===== config.mk =====
export PLATFORM = sky130hd
export DESIGN_NAME = reset_source_sequencer
export DESIGN_NICKNAME = d
export VERILOG_FILES = /design/src/rtl/reset_source_sequencer_pkg.sv /design/src/rtl/reset_source_sequencer_down_counter.sv /design/src/rtl/reset_source_sequencer.sv
export SDC_FILE = /design/constraint.sdc
export NUM_CORES = 1
export LEC_CHECK = 0
export CORE_AREA = 10 10 56 58
export CTS_BUF_LIST = sky130_fd_sc_hd__clkbuf_8
export DETAILED_ROUTE_END_ITERATION = 12
export DIE_AREA = 0 0 66 68
export GPL_ROUTABILITY_DRIVEN = 0
export PLACE_DENSITY = 0.85
export SYNTH_ARGS = -nofsm -noshare
export SYNTH_HDL_FRONTEND = slang
export SYNTH_SLANG_ARGS = --single-unit
export TNS_END_PERCENT = 50

===== constraint.sdc =====
create_clock -name CLK -period 1.3 [get_ports CLK]
set_input_delay 0.13 -clock CLK [delete_from_list [all_inputs] [get_ports CLK]]
set_output_delay 0.13 -clock CLK [all_outputs]
set_load 0.005 [all_outputs]

===== src/rtl/reset_source_sequencer_pkg.sv =====
// ============================================================================
// Module  : reset_source_sequencer_pkg
// Brief   : Shared state encoding and helpers for the reset source sequencer.
// Revision: 1.0 - initial release
// ============================================================================
`default_nettype none

`ifndef BSV_ASSIGNMENT_DELAY
`define BSV_ASSIGNMENT_DELAY
`endif

package reset_source_sequencer_pkg;

   typedef enum logic [2:0] {
      S_IDLE   = 3'd0,
      S_PRE    = 3'd1,
      S_SWITCH = 3'd2,
      S_POST   = 3'd3,
      S_DONE   = 3'd4
   } state_t;

   // Selector power-up value of the reset mux (B_RST).
   localparam logic C_SRC_POWERUP = 1'b0;

   function automatic bit fits_cnt(input int value, input int width);
      return (value >= 0) && (value <= ((2 ** width) - 1));
   endfunction

endpackage

`default_nettype wire


===== src/rtl/reset_source_sequencer_down_counter.sv =====
// ============================================================================
// Module  : rst_seq_down_counter
// Brief   : Loadable hold counter with zero/one flags; saturates at zero.
// Revision: 1.0 - initial release
// ============================================================================
`default_nettype none

module rst_seq_down_counter #(
   parameter int CNT_W = 8
) (
   input  logic             CLK,
   input  logic             RST_N,
   input  logic             i_load,
   input  logic [CNT_W-1:0] i_load_value,
   input  logic             i_dec,
   output logic             o_zero,
   output logic             o_one
);

   localparam logic [CNT_W-1:0] c_one = CNT_W'(1);

   logic [CNT_W-1:0] r_value;

   always_ff @(posedge CLK or negedge RST_N) begin
      if (!RST_N) begin
         r_value <= '0;
      end else if (i_load) begin
         r_value <= i_load_value;
      end else if (i_dec && (r_value != '0)) begin
         r_value <= r_value - c_one;
      end
   end

   assign o_zero = (r_value == '0);
   assign o_one  = (r_value == c_one);

endmodule

`default_nettype wire


===== src/rtl/reset_source_sequencer.sv =====
// ============================================================================
// Module  : reset_source_sequencer
// Brief   : Drives reset-mux SELECT/SELECT_ENABLE with a forced reset window
//           around every source change.
// Revision: 1.0 - initial release
// ============================================================================
`default_nettype none

module reset_source_sequencer
   import reset_source_sequencer_pkg::*;
#(
   parameter int PRE_CYCLES  = 4,
   parameter int POST_CYCLES = 8,
   parameter int CNT_W       = 8
) (
   input  logic CLK,
   input  logic RST_N,
   input  logic REQ_VALID,
   input  logic REQ_SEL,
   output logic REQ_READY,
   output logic SELECT,
   output logic SELECT_ENABLE,
   output logic FORCE_RST_N,
   output logic CUR_SEL,
   output logic BUSY,
   output logic DONE
);

   localparam logic [CNT_W-1:0] c_pre  = CNT_W'(PRE_CYCLES);
   localparam logic [CNT_W-1:0] c_post = CNT_W'(POST_CYCLES);

   generate
      if (!fits_cnt(PRE_CYCLES, CNT_W)) begin : g_bad_pre
         $error("PRE_CYCLES does not fit in CNT_W bits");
      end
      if (!fits_cnt(POST_CYCLES, CNT_W)) begin : g_bad_post
         $error("POST_CYCLES does not fit in CNT_W bits");
      end
   endgenerate

   state_t           r_state;
   logic             r_ready;
   logic             r_select;
   logic             r_sel_en;
   logic             r_force_n;
   logic             r_cur_sel;
   logic             r_busy;
   logic             r_done;

   logic             w_accept;
   logic             w_change;
   logic             w_load;
   logic [CNT_W-1:0] w_load_value;
   logic             w_dec;
   logic             w_cnt_zero;
   logic             w_cnt_one;
   logic             w_hold_last;

   assign w_accept    = r_ready && REQ_VALID;
   assign w_change    = (REQ_SEL != r_cur_sel);
   // Zero is included so a zero-length hold can never stall the sequence.
   assign w_hold_last = w_cnt_one || w_cnt_zero;

   always_comb begin
      w_load       = 1'b0;
      w_load_value = c_pre;
      w_dec        = 1'b0;
      case (r_state)
         S_IDLE: begin
            if (w_accept && w_change) begin
               w_load       = 1'b1;
               w_load_value = c_pre;
            end
         end
         S_SWITCH: begin
            w_load       = 1'b1;
            w_load_value = c_post;
         end
         S_PRE, S_POST: begin
            w_dec = 1'b1;
         end
         default: begin
            w_dec = 1'b0;
         end
      endcase
   end

   rst_seq_down_counter #(
      .CNT_W (CNT_W)
   ) u_hold_cnt (
      .CLK          (CLK),
      .RST_N        (RST_N),
      .i_load       (w_load),
      .i_load_value (w_load_value),
      .i_dec        (w_dec),
      .o_zero       (w_cnt_zero),
      .o_one        (w_cnt_one)
   );

   always_ff @(posedge CLK or negedge RST_N) begin
      if (!RST_N) begin
         r_state   <= S_IDLE;
         r_ready   <= 1'b1;
         r_select  <= C_SRC_POWERUP;
         r_sel_en  <= 1'b0;
         r_force_n <= 1'b1;
         r_cur_sel <= C_SRC_POWERUP;
         r_busy    <= 1'b0;
         r_done    <= 1'b0;
      end else begin
         r_sel_en <= 1'b0;
         r_done   <= 1'b0;
         case (r_state)
            S_IDLE: begin
               if (w_accept) begin
                  r_ready <= 1'b0;
                  r_busy  <= 1'b1;
                  if (w_change) begin
                     r_select  <= REQ_SEL;
                     r_force_n <= 1'b0;
                     if (PRE_CYCLES == 0) begin
                        r_state  <= S_SWITCH;
                        r_sel_en <= 1'b1;
                     end else begin
                        r_state <= S_PRE;
                     end
                  end else begin
                     r_state <= S_DONE;
                     r_done  <= 1'b1;
                  end
               end
            end
            S_PRE: begin
               if (w_hold_last) begin
                  r_state  <= S_SWITCH;
                  r_sel_en <= 1'b1;
               end
            end
            S_SWITCH: begin
               // The mux captures SELECT on this edge; keep the shadow in step.
               r_cur_sel <= r_select;
               if (POST_CYCLES == 0) begin
                  r_state   <= S_DONE;
                  r_done    <= 1'b1;
                  r_force_n <= 1'b1;
               end else begin
                  r_state <= S_POST;
               end
            end
            S_POST: begin
               if (w_hold_last) begin
                  r_state   <= S_DONE;
                  r_done    <= 1'b1;
                  r_force_n <= 1'b1;
               end
            end
            S_DONE: begin
               r_state <= S_IDLE;
               r_busy  <= 1'b0;
               r_ready <= 1'b1;
            end
            default: begin
               r_state   <= S_IDLE;
               r_busy    <= 1'b0;
               r_ready   <= 1'b1;
               r_force_n <= 1'b1;
            end
         endcase
      end
   end

   assign REQ_READY     = r_ready;
   assign SELECT        = r_select;
   assign SELECT_ENABLE = r_sel_en;
   assign FORCE_RST_N   = r_force_n;
   assign CUR_SEL       = r_cur_sel;
   assign BUSY          = r_busy;
   assign DONE          = r_done;

endmodule

`default_nettype wire


==> impl_metrics.yaml <==
drt:
  first_pass_iters: 4
  antenna_left: 0
  vias_per_cell: 5.68
  drc: 0
  finalWirelength_um: 2900
  wire_per_inst_um: 18.1
  num_vias: 909
  first_iter_violations: 74
synthesis:
  synth_cell_types: 43
  synth_area_um2: 1000
  avgSynthCellArea_um2: 11.2
  ys_seq_area_frac: 0.453
  synth-seq-cells: 18
  yosysWarnings: 0
  yosys.area.top_type: "dfrtp_1"
  netlist_instances: 89
  synth_top_area_frac: 0.401
  synthesis.nets: 96
  synthTopCellsByArea: "dfrtp_1, dfstp_2, ha_1"
worst_setup_path:
  endpoint_kind: "flop"
  startpoint: "u_hold_cnt.r_value[3]"
  arrival_ns: 1.64
  critPathKind: "flop to flop"
  crit_path_end: "u_hold_cnt.r_value[5]"
  crit_chain: "or3_4, a2111oi_4, xnor2_1, nor2_2"
  crit_path_max_incr_delay_ns: 0.44
  cp_slowest_cell: "dfrtp_1"
  worstPathRequired_ns: 1.45
  r2r_start: "u_hold_cnt.r_value[3]"
  critPathMaxFanout: 3
  r2r_cells: 4
  ff2ff_setup_slack_ns: -0.19
  rr_endpoint: "u_hold_cnt.r_value[5]"
  worstSetupStartpointType: "flop"
grt:
  antenna_found_initial: 0
  grt_overflow: 0
  track_usage: 0.134
  grt_pass1_wl_um: 4510
  grt_pass1_vias: 928
  grt_max_degree: 19
layout:
  drive_gt1_frac: 0.530
  antenna_cells: 0
  fillers: 125
  stdcell_area_mm2: 0.00154
  final_nets: 140
  layout_common_cells: "buf_4, dfrtp_1, nor2_1, nand2_1, clkdlybuf4s50_1"
  syn_to_final_growth_pct: 53.6
  final_common_cell: "buf_4"
  final_core_util: 0.729
power:
  peakVddDrop_mv: 0.613
  p_int_w: 0.000844
  comb_power_share: 0.032
  p_seq_frac: 0.523
  leakagePower_nw: 0.705
  p_sw_w: 0.000228
  p_sw_frac: 0.212
  finalPower_w: 0.00107
  clockPowerShare: 0.446
  p_per_area_mw_per_mm2: 698
sta:
  slew_headroom: 0.782
  fmax_mhz: 670
  finalHoldViolCount: 0
  rsz0062_at_grt: "yes"
  tightestPinTransition_ns: 0.325
  min_period_over_period: 1.15
  setup_viol: 15
  period_minus_slack_ns: 1.49
  setup_ws_ns: -0.192
  slew_violations: 0
  clock_skew_ns: 0.0106
clock_network:
  cts_tree: "done"
  cts.path.max_buffers: 2
  cts-buffers-inserted: 3
  clock_latency_ns: 0.27
  clkTransAtPathRegs_ns: 0.08
  cts-root-buf: "clkbuf_8"
  cts-htree-levels: 1
  cts_sinks: 18
die:
  coreArea_mm2: 0.00211
  die_area_mm2: 0.00449
  io_pins: 11
  chipWidth_um: 66
  die_h_um: 68
  start_util: 0.475
  row_count: 17
run_status:
  violations: "negative setup slack"
  status: "finished, violations left"
place:
  dpl.hpwl_um: 1710
  io_buffer_count: 10
  place_ws_ns: -0.335
  placed_area_mm2: 0.00131
worst_hold_path:
  hold_class: "primary input to async pin"
run:
  drv_cap: 0
how the worst min path moves through the flow:
| stage | startpoint | end | slack (ns) | cells after the start |
|---|---|---|---|---|
| after floorplan | RST_N | BUSY | -0.17 | 0 |
| after global placement | RST_N | DONE | 0.48 | 2 |
| after detailed placement | RST_N | r_state[1] | 0.49 | 2 |
| after CTS | RST_N | r_state[1] | 0.21 | 2 |
| after global routing | RST_N | SELECT | 0.21 | 2 |
| final | RST_N | r_state[1] | 0.18 | 2 |
critical path, delay by kind of cell, from the launching register on:
kind / cells / cell delay (ns)
compound gates: 1 / 0.25
xor+xnor: 1 / 0.21
simple gates: 2 / 0.46
flops: 1 / 0.44
sequential cells by signal (all words and copies together) (netlist names):
signal,cells
REQ_READY,1
FORCE_RST_N,1
r_state,3
SELECT_ENABLE,1
CUR_SEL,1
SELECT,1
BUSY,1
DONE,1
u_hold_cnt.r_value,8
metal layers:
metal | up-vias | GRT usage | share of wire
met3 | 9 | 0.0245 | 0.044
li1 | 414 | - | -
met5 | - | 0 | 0
met1 | 458 | 0.153 | 0.40
met4 | 0 | 0.0942 | 0.033
met2 | 28 | 0.223 | 0.52
synth_stat cells:
cell       instances
a311oi_1           1
inv_1              3
a41oi_1            1
a221oi_1           1
nand4_1            1
xor2_2             1
nor2_1            10
nor4_2             1
nand2b_2           1
nor3_2             1
nor3_1             3
or3_4              1
buf_4              1
a21o_1             2
dfrtp_1           16
and3_1             1
a21oi_1            3
nand3b_1           2
nor4_1             1
buf_1              1
a31oi_1            2
nor3b_2            1
o2111a_1           1
mux2i_1            2
o21ai_0            1
nand3_2            1
or2_2              1
buf_2              1
a211oi_1           3
mux2_1             2
and2_1             1
nand4b_1           1
and4bb_1           1
a2111oi_4          1
dfstp_2            2
xnor2_1            3
a31o_1             1
ha_1               3
o21ai_1            1
nand2_1            5
nor2_2             1
nor3_4             1
a31oi_4            1
power by group through the flow:
stage                     Sequential (W)  Clock, W  Combinational [W]
after floorplan                 0.000571         0         0.00000366
after global placement          0.000571         0          0.0000315
after detailed placement        0.000571         0          0.0000326
after CTS                       0.000560  0.000469          0.0000329
after global routing            0.000560  0.000505          0.0000368
final                           0.000560  0.000478          0.0000338
repair_timing:
item	CTS	global route
cloned	1	1
buffers inserted	5	4
pin swaps	7	7
gates resized for setup	12	17
endpoints found under the setup margin	18	18
hold buffers	0	0
kinds of logic (layout without fill, tap and decap cells):
| group | count (synthesis) | after routing | synth area share |
|---|---|---|---|
| AND/OR/NAND/NOR | 35 | 35 | 0.227 |
| flip-flops | 18 | 18 | 0.453 |
| multiplexers | 4 | 4 | 0.0426 |
| AO/OA/AOI/OAI | 19 | 20 | 0.170 |
| buffers and inverters | 6 | 48 | 0.0275 |
| adder cells (fa/ha/maj) | 3 | 3 | 0.0376 |
| XOR/XNOR | 4 | 4 | 0.0426 |
final cells by class:
class,count,area [um2],share of cell area
clock buffer,4,55.1,0.0359
timing repair buffer,41,339,0.221
tap,28,35.0,0.0228
inverter,3,11.3,0.00733
multi-input combinational,66,641,0.417
sequential,18,454,0.296
metrics by stage:
stage	cells	TNS, ns	hold WS [ns]
2_1_floorplan	89	-0.368	-0.166
3_3_place_gp	148	-1.60	0.481
3_5_place_dp	148	-2.16	0.488
5_1_grt	160	-2.48	0.209
4_1_cts	157	-0.881	0.205
6_report	160	-1.43	0.184
Power figures use the tool's default switching activity.
